`config.mk`:
```
export PLATFORM = sky130hd
export DESIGN_NAME = flit_ingress_fifo
export DESIGN_NICKNAME = d
export VERILOG_FILES = /design/src/rtl/noc_pkg.sv /design/src/rtl/sync_fifo_ram.sv /design/src/rtl/flit_ingress_fifo.sv
export SDC_FILE = /design/constraint.sdc
export NUM_CORES = 1
export LEC_CHECK = 0
export ABC_AREA = 1
export CORE_MARGIN = 10
export CORE_UTILIZATION = 45
export CTS_BUF_LIST = sky130_fd_sc_hd__clkbuf_16
export DETAILED_ROUTE_END_ITERATION = 12
export HOLD_SLACK_MARGIN = 0.15
export PLACE_DENSITY = 0.64
export SYNTH_ARGS = -nofsm -noshare
export SYNTH_HDL_FRONTEND = slang
export SYNTH_SLANG_ARGS = --single-unit
```
`constraint.sdc`:
```
create_clock -name clk -period 5.6 [get_ports clk]
set_input_delay 0.56 -clock clk [delete_from_list [all_inputs] [get_ports clk]]
set_output_delay 0.56 -clock clk [all_outputs]
set_load 0.01 [all_outputs]
```
`src/rtl/noc_pkg.sv`:
```
// Shared NoC definitions: flit geometry, null flit constant and the
// destination-field extractor used by both the ingress FIFO and the router.
package noc_pkg;

    localparam int unsigned FLIT_W   = 20;
    localparam int unsigned DEST_LSB = 12;
    localparam int unsigned DEST_W   = 4;

    typedef logic [FLIT_W-1:0] flit_t;

    localparam flit_t NULL_FLIT = '0;

    function automatic logic [DEST_W-1:0] flit_dest(input flit_t f);
        return f[DEST_LSB +: DEST_W];
    endfunction

endpackage

```
`src/rtl/sync_fifo_ram.sv`:
```
// DEPTH x W register file for the ingress FIFO.
// Ports:
//   clk   - write clock (rising edge)
//   we    - write enable
//   waddr - write address
//   wdata - write data
//   raddr - read address (asynchronous read)
//   rdata - mem[raddr]
// Storage is deliberately not reset.
module sync_fifo_ram #(
    parameter int unsigned DEPTH = 8,
    parameter int unsigned AW    = 3,
    parameter int unsigned W     = 20
) (
    input  logic          clk,
    input  logic          we,
    input  logic [AW-1:0] waddr,
    input  logic [W-1:0]  wdata,
    input  logic [AW-1:0] raddr,
    output logic [W-1:0]  rdata
);

    logic [W-1:0] mem [DEPTH];

    always_ff @(posedge clk) begin
        if (we) begin
            mem[waddr] <= wdata;
        end
    end

    assign rdata = mem[raddr];

endmodule

```
`src/rtl/flit_ingress_fifo.sv`:
```
// Ingress buffer behind the ROM traffic injector. Filters null words, queues
// flits in a first-word-fall-through FIFO and hands them to the router on a
// valid/ready handshake with the destination field pre-extracted.
// Ports:
//   clk, rst            - clock, synchronous active-high reset
//   in_data, in_valid   - injector stream (cannot be stalled)
//   out_data, out_dest  - head flit and its destination field
//   out_valid, out_ready- router handshake
//   count, full         - occupancy 0..DEPTH, count==DEPTH
//   overflow            - sticky: a non-null word was dropped on full
//   rx_cnt, drop_cnt    - saturating stored / dropped flit counters
module flit_ingress_fifo
    import noc_pkg::*;
#(
    parameter int unsigned DEPTH     = 8,
    parameter int unsigned AW        = 3,
    parameter bit          DROP_NULL = 1'b1,
    parameter int unsigned CNT_W     = 8
) (
    input  logic              clk,
    input  logic              rst,
    input  logic [FLIT_W-1:0] in_data,
    input  logic              in_valid,
    output logic [FLIT_W-1:0] out_data,
    output logic [DEST_W-1:0] out_dest,
    output logic              out_valid,
    input  logic              out_ready,
    output logic [AW:0]       count,
    output logic              full,
    output logic              overflow,
    output logic [CNT_W-1:0]  rx_cnt,
    output logic [CNT_W-1:0]  drop_cnt
);

    logic [AW-1:0]    rd_ptr_q, wr_ptr_q;
    logic [AW:0]      count_q;
    logic [CNT_W-1:0] rx_cnt_q, drop_cnt_q;
    logic             overflow_q;

    logic is_null, cand, pop, push, drop;

    assign out_valid = (count_q != '0);
    assign full      = (count_q == (AW+1)'(DEPTH));

    assign is_null = (in_data == NULL_FLIT);
    assign cand    = in_valid & ~(DROP_NULL & is_null);
    assign pop     = out_valid & out_ready;
    // A full FIFO still accepts a word when the head leaves in the same cycle.
    assign push    = cand & (~full | pop);
    assign drop    = cand & full & ~pop;

    sync_fifo_ram #(
        .DEPTH (DEPTH),
        .AW    (AW),
        .W     (FLIT_W)
    ) u_ram (
        .clk   (clk),
        .we    (push & ~rst),
        .waddr (wr_ptr_q),
        .wdata (in_data),
        .raddr (rd_ptr_q),
        .rdata (out_data)
    );

    assign out_dest = flit_dest(out_data);

    always_ff @(posedge clk) begin
        if (rst) begin
            rd_ptr_q   <= '0;
            wr_ptr_q   <= '0;
            count_q    <= '0;
            rx_cnt_q   <= '0;
            drop_cnt_q <= '0;
            overflow_q <= 1'b0;
        end else begin
            if (push) begin
                wr_ptr_q <= wr_ptr_q + 1'b1;
            end
            if (pop) begin
                rd_ptr_q <= rd_ptr_q + 1'b1;
            end
            if (push && !pop) begin
                count_q <= count_q + 1'b1;
            end else if (pop && !push) begin
                count_q <= count_q - 1'b1;
            end
            if (push && (rx_cnt_q != '1)) begin
                rx_cnt_q <= rx_cnt_q + 1'b1;
            end
            if (drop && (drop_cnt_q != '1)) begin
                drop_cnt_q <= drop_cnt_q + 1'b1;
            end
            if (drop) begin
                overflow_q <= 1'b1;
            end
        end
    end

    assign count    = count_q;
    assign overflow = overflow_q;
    assign rx_cnt   = rx_cnt_q;
    assign drop_cnt = drop_cnt_q;

endmodule
```
==> Word level (Yosys, flattened, before mapping) <==
Memories as Yosys holds them, arrays and structs flattened. A register that Yosys moved wholly into a read port is not among the register bits.
Cells that the tools add are included.
{ "totals": {"reg_bits": 27, "mem_bits_rw": 160, "inputBits": 24, "out_inout_bits": 47, "mem_count": 1} }
{ "op_classes": {"add_sub_neg": 6, "n_eq_ne": 3, "muxes": 6, "n_bitwise": 11, "n_reduce_logical": 9} }
{ "mem_list": {"columns": ["memory", "depth", "width", "rd", "rd_ports_with_merged_regs", "wr", "line_no", "rtl"], "rows": [
  ["u_ram.mem", 8, 20, 1, 1, 1, "sync_fifo_ram.sv:23", "logic [W-1:0] mem [DEPTH];"]
]} }
{ "ops": {"columns": ["operator", "count"], "rows": [
  ["20-bit zero test", 1],
  ["8-bit by 1-bit adder with 8-bit output, second input constant", 2],
  ["8-bit != test, second input constant", 2],
  ["4-bit two-way mux", 2],
  ["3-bit by 1-bit adder with 3-bit output, second input constant", 2],
  ["1-bit AND", 6],
  ["3-bit two-way mux", 2],
  ["4-bit by 1-bit adder with 4-bit output, second input constant", 1],
  ["4-bit == test, second input constant", 1],
  ["1-bit logical AND", 4],
  ["1-bit NOT", 4],
  ["4-bit nonzero test", 1],
  ["4-bit by 1-bit subtractor with 4-bit output, second input constant", 1],
  ["1-bit zero test", 2],
  ["1-bit two-way mux", 2],
  ["2-bit nonzero test", 1],
  ["1-bit OR", 1]
]} }

==> Logic depth before layout (Yosys ltp) <==
Gate-level depths: netlist of run 1.
{ "depth": {"depth_word": 8, "ltp_mapped": 15} }

==> Hierarchy <==
Synthesis of run 1 repeated with hierarchy kept, for this count alone.
{ "hier_totals": {"hier_cells": 915, "area_unflattened_um2": 8605.8} }
{ "modules_own_cells": {"columns": ["module", "instances", "cells_per_inst", "area_each_um2", "seq_area_each_um2"], "rows": [
  ["sync_fifo_ram", 1, 710, 7059.3, 4804.6],
  ["flit_ingress_fifo", 1, 205, 1546.5, 540.5]
]} }

==> Least setup slack after synthesis of run 1 <==
Ideal clock, no wire load.
{ "synth_timing": {"kind": "input-to-reg", "start": "in in_data[19]", "end": "mem u_ram.mem[4][0] (enable)", "setup_ps": 422, "arrival_time_ps": 2572, "path_slack_ps": 2606, "cell_stages": 7, "cell_sequence": "nor2_1 -> and2_0 -> nand3_2 -> nand3_4 -> inv_2 -> nand2_1 -> nor3_1"} }
{ "synth_via": {"elab_chain_len": 7} }
{ "synth_rtl": {"columns": ["element", "line_no", "rtl"], "rows": [
  ["start: declaration", "flit_ingress_fifo.sv:22", "input logic [FLIT_W-1:0] in_data,"],
  ["20-bit zero test", "flit_ingress_fifo.sv:45", "assign is_null = (in_data == NULL_FLIT);"],
  ["1-bit NOT", "flit_ingress_fifo.sv:46", "assign cand = in_valid & ~(DROP_NULL & is_null);"],
  ["1-bit AND", "flit_ingress_fifo.sv:46", null],
  ["1-bit AND", "flit_ingress_fifo.sv:49", "assign push = cand & (~full | pop);"],
  ["1-bit AND", "flit_ingress_fifo.sv:58", ".we (push & ~rst),"],
  ["1-bit two-way mux", "sync_fifo_ram.sv:26", "if (we) begin"],
  ["1-bit two-way mux (implied by the code)", "sync_fifo_ram.sv:27", "mem[waddr] <= wdata;"],
  ["end: declaration", "sync_fifo_ram.sv:23", null]
]} }
No other way between the ends.

==> results of run 1 <==
[registers in the layout, indices dropped and copies added (netlist names), named ones only]
signal	count
overflow	1
count	4
u_ram.mem	160
drop_cnt	8
rx_cnt	8
wr_ptr_q	3
rd_ptr_q	3
[stage by stage]
stage,instances,power [mW],worst slack (ns),area (µm²)
after floorplan,679,2.247,2.606,7756
after global placement,947,2.657,2.047,8703
after detailed placement,947,2.676,1.982,8703
after CTS,978,3.763,1.574,9234
after global routing,978,3.930,1.354,9234
final,978,3.727,1.601,9234
[cell type report]
| class | count | area share, % |
|---|---|---|
| Sequential cell | 190 | 58.55 |
| Clock inverter | 14 | 1.138 |
| Multi-Input combinational cell | 423 | 22.78 |
| Tap cell | 220 | 2.981 |
| Inverter | 30 | 1.220 |
| Timing Repair Buffer | 84 | 8.726 |
| Clock buffer | 17 | 4.607 |
[report_power, final]
group | total (mW) | switching [mW] | internal [mW]
clock | 1.09 | 0.491 | 0.601
sequential | 1.63 | 0.0378 | 1.59
combinational | 1.01 | 0.592 | 0.416
[Yosys cell counts]
library cell    n  area, µm²
nor2_1        168      630.6
inv_2           3      11.26
o21a_1          1      7.510
nor2_2          1      6.260
xnor2_1         2      17.52
inv_1          27      101.4
clkbuf_1       20      75.07
dfxtp_1        30      600.6
edfxtp_1      160       4805
and2_0          1      6.260
a31oi_1        20      125.1
nand3_1        10      50.05
xor2_1         10      87.58
nand3_2         3      30.03
nand2_1        51      191.4
o22ai_1        20      125.1
o21ai_0        88      440.4
fa_1            1      20.02
nand4_2         2      25.02
o21ai_1         2      10.01
buf_4           4      30.03
nor3_1          6      30.03
nand3_4         1      17.52
nor2_4          3      33.78
nand4_1         1      6.260
a21oi_1        25      125.1
buf_2           8      40.04
ha_1            7      87.58
clkbuf_2        4      20.02
[logic make-up (layout without fill, tap and decap cells)]
| kind of cell | after synthesis | in the layout | share of synthesized area (%) |
|---|---|---|---|
| AND/OR/NAND/NOR | 247 | 247 | 13.24 |
| flip-flops | 190 | 190 | 69.69 |
| AO/OA/AOI/OAI | 156 | 156 | 10.74 |
| buffers and inverters | 66 | 145 | 3.581 |
| XOR/XNOR | 12 | 12 | 1.355 |
| adder cells (fa/ha/maj) | 8 | 8 | 1.387 |
[layer usage]
layer,wire [µm],vias up
met3,943,15
li1,-,2521
met1,7625,2634
met2,9044,149
met4,204,0
met5,0,-
[worst max-delay path: cells and delay by family, from the launching register on]
family	cells	cell delay, ns
buffers and inverters	4	1.98
AO/OA/AOI/OAI	3	0.64
flip-flops	1	0.30
AND/OR/NAND/NOR	1	0.06
[path summary, 6_finish.rpt]
check	start	end	slack [ns]	depth (start not counted)
min	overflow$_SDFFE_PP0P_	overflow$_SDFFE_PP0P_	0.48	2
max reg2reg	count[0]$_SDFFE_PP0P_	u_ram.mem[7][1]$_DFFE_PP_	2.91	9
min reg2reg	overflow$_SDFFE_PP0P_	overflow$_SDFFE_PP0P_	0.48	2
max	register	out_data[10]	1.60	8
==> results.md, run 1 <==
* Nets at between 700 and 800
* Met3 Use GR at between 4 and 5%
* First-pass GRT wire length at 28030 µm
* Crit path max fanout at slightly above 40
* LEAKAGE at 3.128 nW
* Final setup fails at 0
* WS Path Type: register to output port
* Layout area overhead at 19.05%
* Worst skew pair latency at 0.42 ns
* F_max at ~250 MHz
* Grt met1 use at 19.41%
* FILL cells at 1400
* TritonCTS buffer count at 17
* Mapped Cells at 679
* Met2 Use GR at 26.94%
* Aggregate global-route resource usage at 15.89%
* Register area at 5406 µm²
* Synth Cell Area at approximately 7800 µm²
* Root buf cell: clkbuf_16
* Core Area at 16760 µm²
* Worst-path cell chain: buf_4, inv_1, buf_4, o21ai_0, o22ai_1, nor2_1, a31oi_1, clkdlybuf4s50_1
* # Post-CTS Setup Buffers at 0
* GR peak layer: met2
* Most common cell after layout, fill and taps aside: nor2_1
* Slew @ Worst Pin at 1.142 ns
* Clk sinks at 190
* Synthesized flop and latch total at 190
* Final Max Slew Viols at 0
* Die height at around 150 µm
* Clk_skew at 0.008944 ns
* Worst-path clk slew at around 0.06 ns
* Most frequent CP cell: buf_4
* Die W at 151.3 µm
* GPL Wtd Cong at 0.7857
* Largest net degree at the start of global routing at 81
* Worst EP required at slightly above 5 ns
* Maximum clock path buffer count at 2
* Total gr overflow at 0
* Initial antenna violation count at 0
* Peak supply drop at 0.0002860 V
* Die ar. at 22890 µm²
* Proportion of layout cells with a drive suffix above 1 at 8.311%
* Antenna Diode Count at 0
* YS warnings at 0
* Hold Buf Count CTS at 0
* Fin Setup TNS at 0 ns
* Clock period minus worst slack at 3.999 ns
* Arr. time, crit path at 3.44 ns
* Worst Setup End Kind: output port
* Initial Utilization at 46.28%
* Worst Setup Start Kind: register
* Max-slew headroom at 23.79%
* Routed wire length at 17820 µm
* Yosys cell types at 29
* Core Rows at 47
* Period utilisation layout at 71.41%
* Ports at ~70
* Final Core Density at between 50% and 60%
* Antenna Nets Post-Route at 0
* DR vias/cell at roughly 5.4
* Routed via count at 5319
* Hold crit path type: register to register
* H-tree levels at 4
* First-iteration detailed-routing DRC count at 435
* Multi-input logic area at roughly 2100 µm²
* Vias in the first global route at between 5000 and 6000
* Syn nets at 711
* Routed len/inst at ~18 µm
* DRC Markers at 0
* Avg Inst Size Synth at 11.42 µm²
* Register area share after synthesis at 69.69%
* Pre-Repair DR Iteration Count at 5
* Slowest-stage cell, CP: inv_1
* RSZ-0062 raised after global routing: false
* Pwr Density at 403.7 nW/µm²
* Most frequent cells in the layout: nor2_1 (164), edfxtp_1 (160), o21ai_0 (88)
* Post-CTS resize count at 0
* Final hold violations at 0
* Slowest cell delay on critical path at 0.73 ns
* Port-buffer cells at 70
* Outcome: finished clean
* DP HPWL at ~11000 µm
* Min Hold Slack at ~0.48 ns
* TritonCTS clock tree: done
* Max_cap viols at 0
Note: power is estimated with default switching activity, not from simulation.
==> inputs of run 2 (changes only) <==
==> constraint.sdc (replaced) <==
create_clock -name clk -period 4 [get_ports clk]
set_input_delay 0.4 -clock clk [delete_from_list [all_inputs] [get_ports clk]]
set_output_delay 0.4 -clock clk [all_outputs]
set_load 0.01 [all_outputs]
==> results.md, run 2 (same netlist as run 1, synthesis figures left out) <==
* DR vias/cell at 5.345 (was 5.439)
* Initial antenna violation count at 0 (unchanged)
* Slew @ Worst Pin at 0.5963 ns (was 1.142 ns)
* Core Rows at 47 (unchanged)
* Ports at 71 (unchanged)
* Post-CTS resize count at 0 (unchanged)
* Min Hold Slack at 0.4734 ns (was 0.4751 ns)
* Core Area at 16760 µm² (unchanged)
* WS Path Type: register to output port (unchanged)
* Total gr overflow at 0 (unchanged)
* Hold crit path type: register to register (unchanged)
* Period utilisation layout at 78.67%
* Die height at 151.3 µm (unchanged)
* Proportion of layout cells with a drive suffix above 1 at 9.055% (was 8.311%)
* Die W at 151.3 µm (unchanged)
* # Post-CTS Setup Buffers at 0 (unchanged)
* Reg2Reg Depth at 15 (was 9)
* Hold endpoint: rd_ptr_q[2]$_SDFFE_PP0N_ (was overflow$_SDFFE_PP0P_)
* Clk_skew at 0.009879 ns (was 0.008944 ns)
* Initial Utilization at 46.28% (unchanged)
* Port-buffer cells at 70 (unchanged)
* Worst Setup End Kind: output port (unchanged)
* Most frequent cells in the layout: nor2_1 (164), edfxtp_1 (160), o21ai_0 (88) (unchanged)
* Hold Buf Count CTS at 0 (unchanged)
* PnR worst setup slack at 0.8531 ns (was 1.601 ns)
* Fin Setup TNS at 0 ns (unchanged)
* First-iteration detailed-routing DRC count at 367 (was 435)
* Crit Reg-Reg Startpoint: count[0]$_SDFFE_PP0P_ (unchanged)
* Place WS at 0.7392 ns (was 1.982 ns)
* DRC Markers at 0 (unchanged)
* Final hold violations at 0 (unchanged)
* Pwr Density at 564.8 nW/µm² (was 403.7 nW/µm²)
* Clk sinks at 190 (unchanged)
* DP Area at 8763 µm² (was 8703 µm²)
* Aggregate global-route resource usage at 15.92% (was 15.89%)
* Final Instance Count excl. Fillers at 982 (was 978)
* Antenna Diode Count at 0 (unchanged)
* Routed len/inst at 18.16 µm (was 18.22 µm)
* Clock period minus worst slack at 3.147 ns
* Outcome: finished clean (unchanged)
* Crit path max fanout at 32 (was 41)
* Hold depth at 2 (unchanged)
* Dpl cells at 950 (was 947)
* LEAKAGE at 3.161 nW (was 3.128 nW)
* Reg-to-Reg End: count[3]$_SDFFE_PP0P_ (was u_ram.mem[7][1]$_DFFE_PP_)
* Top reg by flops: u_ram.mem (unchanged)
* Worst skew pair latency at 0.43 ns (was 0.42 ns)
* Worst-path clk slew at 0.07 ns (was 0.06 ns)
* Nets at 781 (was 778)
* Vias in the first global route at 5143 (was 5334)
* Design area at 9303 µm² (was 9234 µm²)
* Pre-Repair DR Iteration Count at 5 (unchanged)
* Largest net degree at the start of global routing at 45 (was 81)
* Largest register FFs at 160 (unchanged)
* FILL cells at 1400 (unchanged)
* Most common cell after layout, fill and taps aside: nor2_1 (unchanged)
* TritonCTS buffer count at 17 (unchanged)
* Peak supply drop at 0.0003564 V (was 0.0002860 V)
* Antenna Nets Post-Route at 0 (unchanged)
* Max-slew headroom at 60.03% (was 23.79%)
* F_max at 317.8 MHz
* Worst EP required at 3.60 ns (was 5.04 ns)
* TritonCTS clock tree: done (unchanged)
* Arr. time, crit path at 2.75 ns (was 3.44 ns)
* GPL Wtd Cong at 0.7611 (was 0.7857)
* Final Max Slew Viols at 0 (unchanged)
* Max_cap viols at 0 (unchanged)
* Root buf cell: clkbuf_16 (unchanged)
* First-pass GRT wire length at 27910 µm (was 28030 µm)
* Final setup fails at 0 (unchanged)
* Routed via count at 5249 (was 5319)
* Maximum clock path buffer count at 2 (unchanged)
* HP Start: rd_ptr_q[2]$_SDFFE_PP0N_ (was overflow$_SDFFE_PP0P_)
* Worst Setup Start Kind: register (unchanged)
* H-tree levels at 4 (unchanged)
* DP HPWL at 10830 µm (was 10760 µm)
* Multi-input logic area at 2103 µm² (unchanged)
* Die ar. at 22890 µm² (unchanged)
* Register area at 5406 µm² (unchanged)
* Reg2Reg Setup Slack at 1.54 ns (was 2.91 ns)
* RSZ-0062 raised after global routing: false (unchanged)
* Routed wire length at 17840 µm (was 17820 µm)
* Layout area overhead at 19.94% (was 19.05%)
## run 2: worst max-delay path, cell delays in order (launching register included)
cell,delay [ns]
dfxtp_2,0.56
buf_4,0.40
o21ai_0,0.15
o22ai_1,0.21
nor2_1,0.07
a31oi_1,0.30
clkdlybuf4s50_1,0.62
## run 2: how the worst max path moves through the flow
stage	from	end	slack, ns	depth (start not counted)
2_1_floorplan	count[0]$_SDFFE_PP0P_	u_ram.mem[4][0]$_DFFE_PP_	1.13	8
3_3_place_gp	in_data[6]	count[3]$_SDFFE_PP0P_	0.88	16
3_5_place_dp	in_data[1]	count[3]$_SDFFE_PP0P_	0.74	16
4_1_cts	register	out_dest[1]	0.83	6
5_1_grt	register	out_dest[3]	0.62	6
6_report	register	out_data[14]	0.85	6
## run 2: power by group
part	switching, mW	internal, mW	total (mW)	leakage, nW
sequential	0.0726	2.23	2.30	1.69
clock	0.735	0.805	1.54	0.269
combinational	0.819	0.598	1.42	1.20
total	1.63	3.63	5.25	3.16
## run 2: metrics by stage
| stage | power [mW] | util [%] |
|---|---|---|
| after CTS | 5.299 | 55.51 |
| after detailed placement | 3.766 | 52.29 |
| after global routing | 5.540 | 55.51 |
| final | 5.254 | 55.51 |
| after global placement | 3.733 | 52.29 |
| after floorplan | 3.146 | - |
## run 2: final cells by class
| type | instances | share of cell area (%) |
|---|---|---|
| flip-flops and latches | 190 | 58.12 |
| multi-input cells | 423 | 22.61 |
| repair buffers | 87 | 9.307 |
| clock buffers | 17 | 4.573 |
| well taps | 220 | 2.959 |
| clock inverters | 15 | 1.224 |
| inverters | 30 | 1.210 |
## run 2: layer usage
metal | vias to the layer above | track usage [%] | share of wire, %
li1 | 2529 | - | -
met1 | 2552 | 20.16 | 45
met2 | 149 | 25.76 | 48
met3 | 19 | 4.535 | 5.7
met4 | 0 | 5.197 | 1.6
met5 | - | 0 | 0
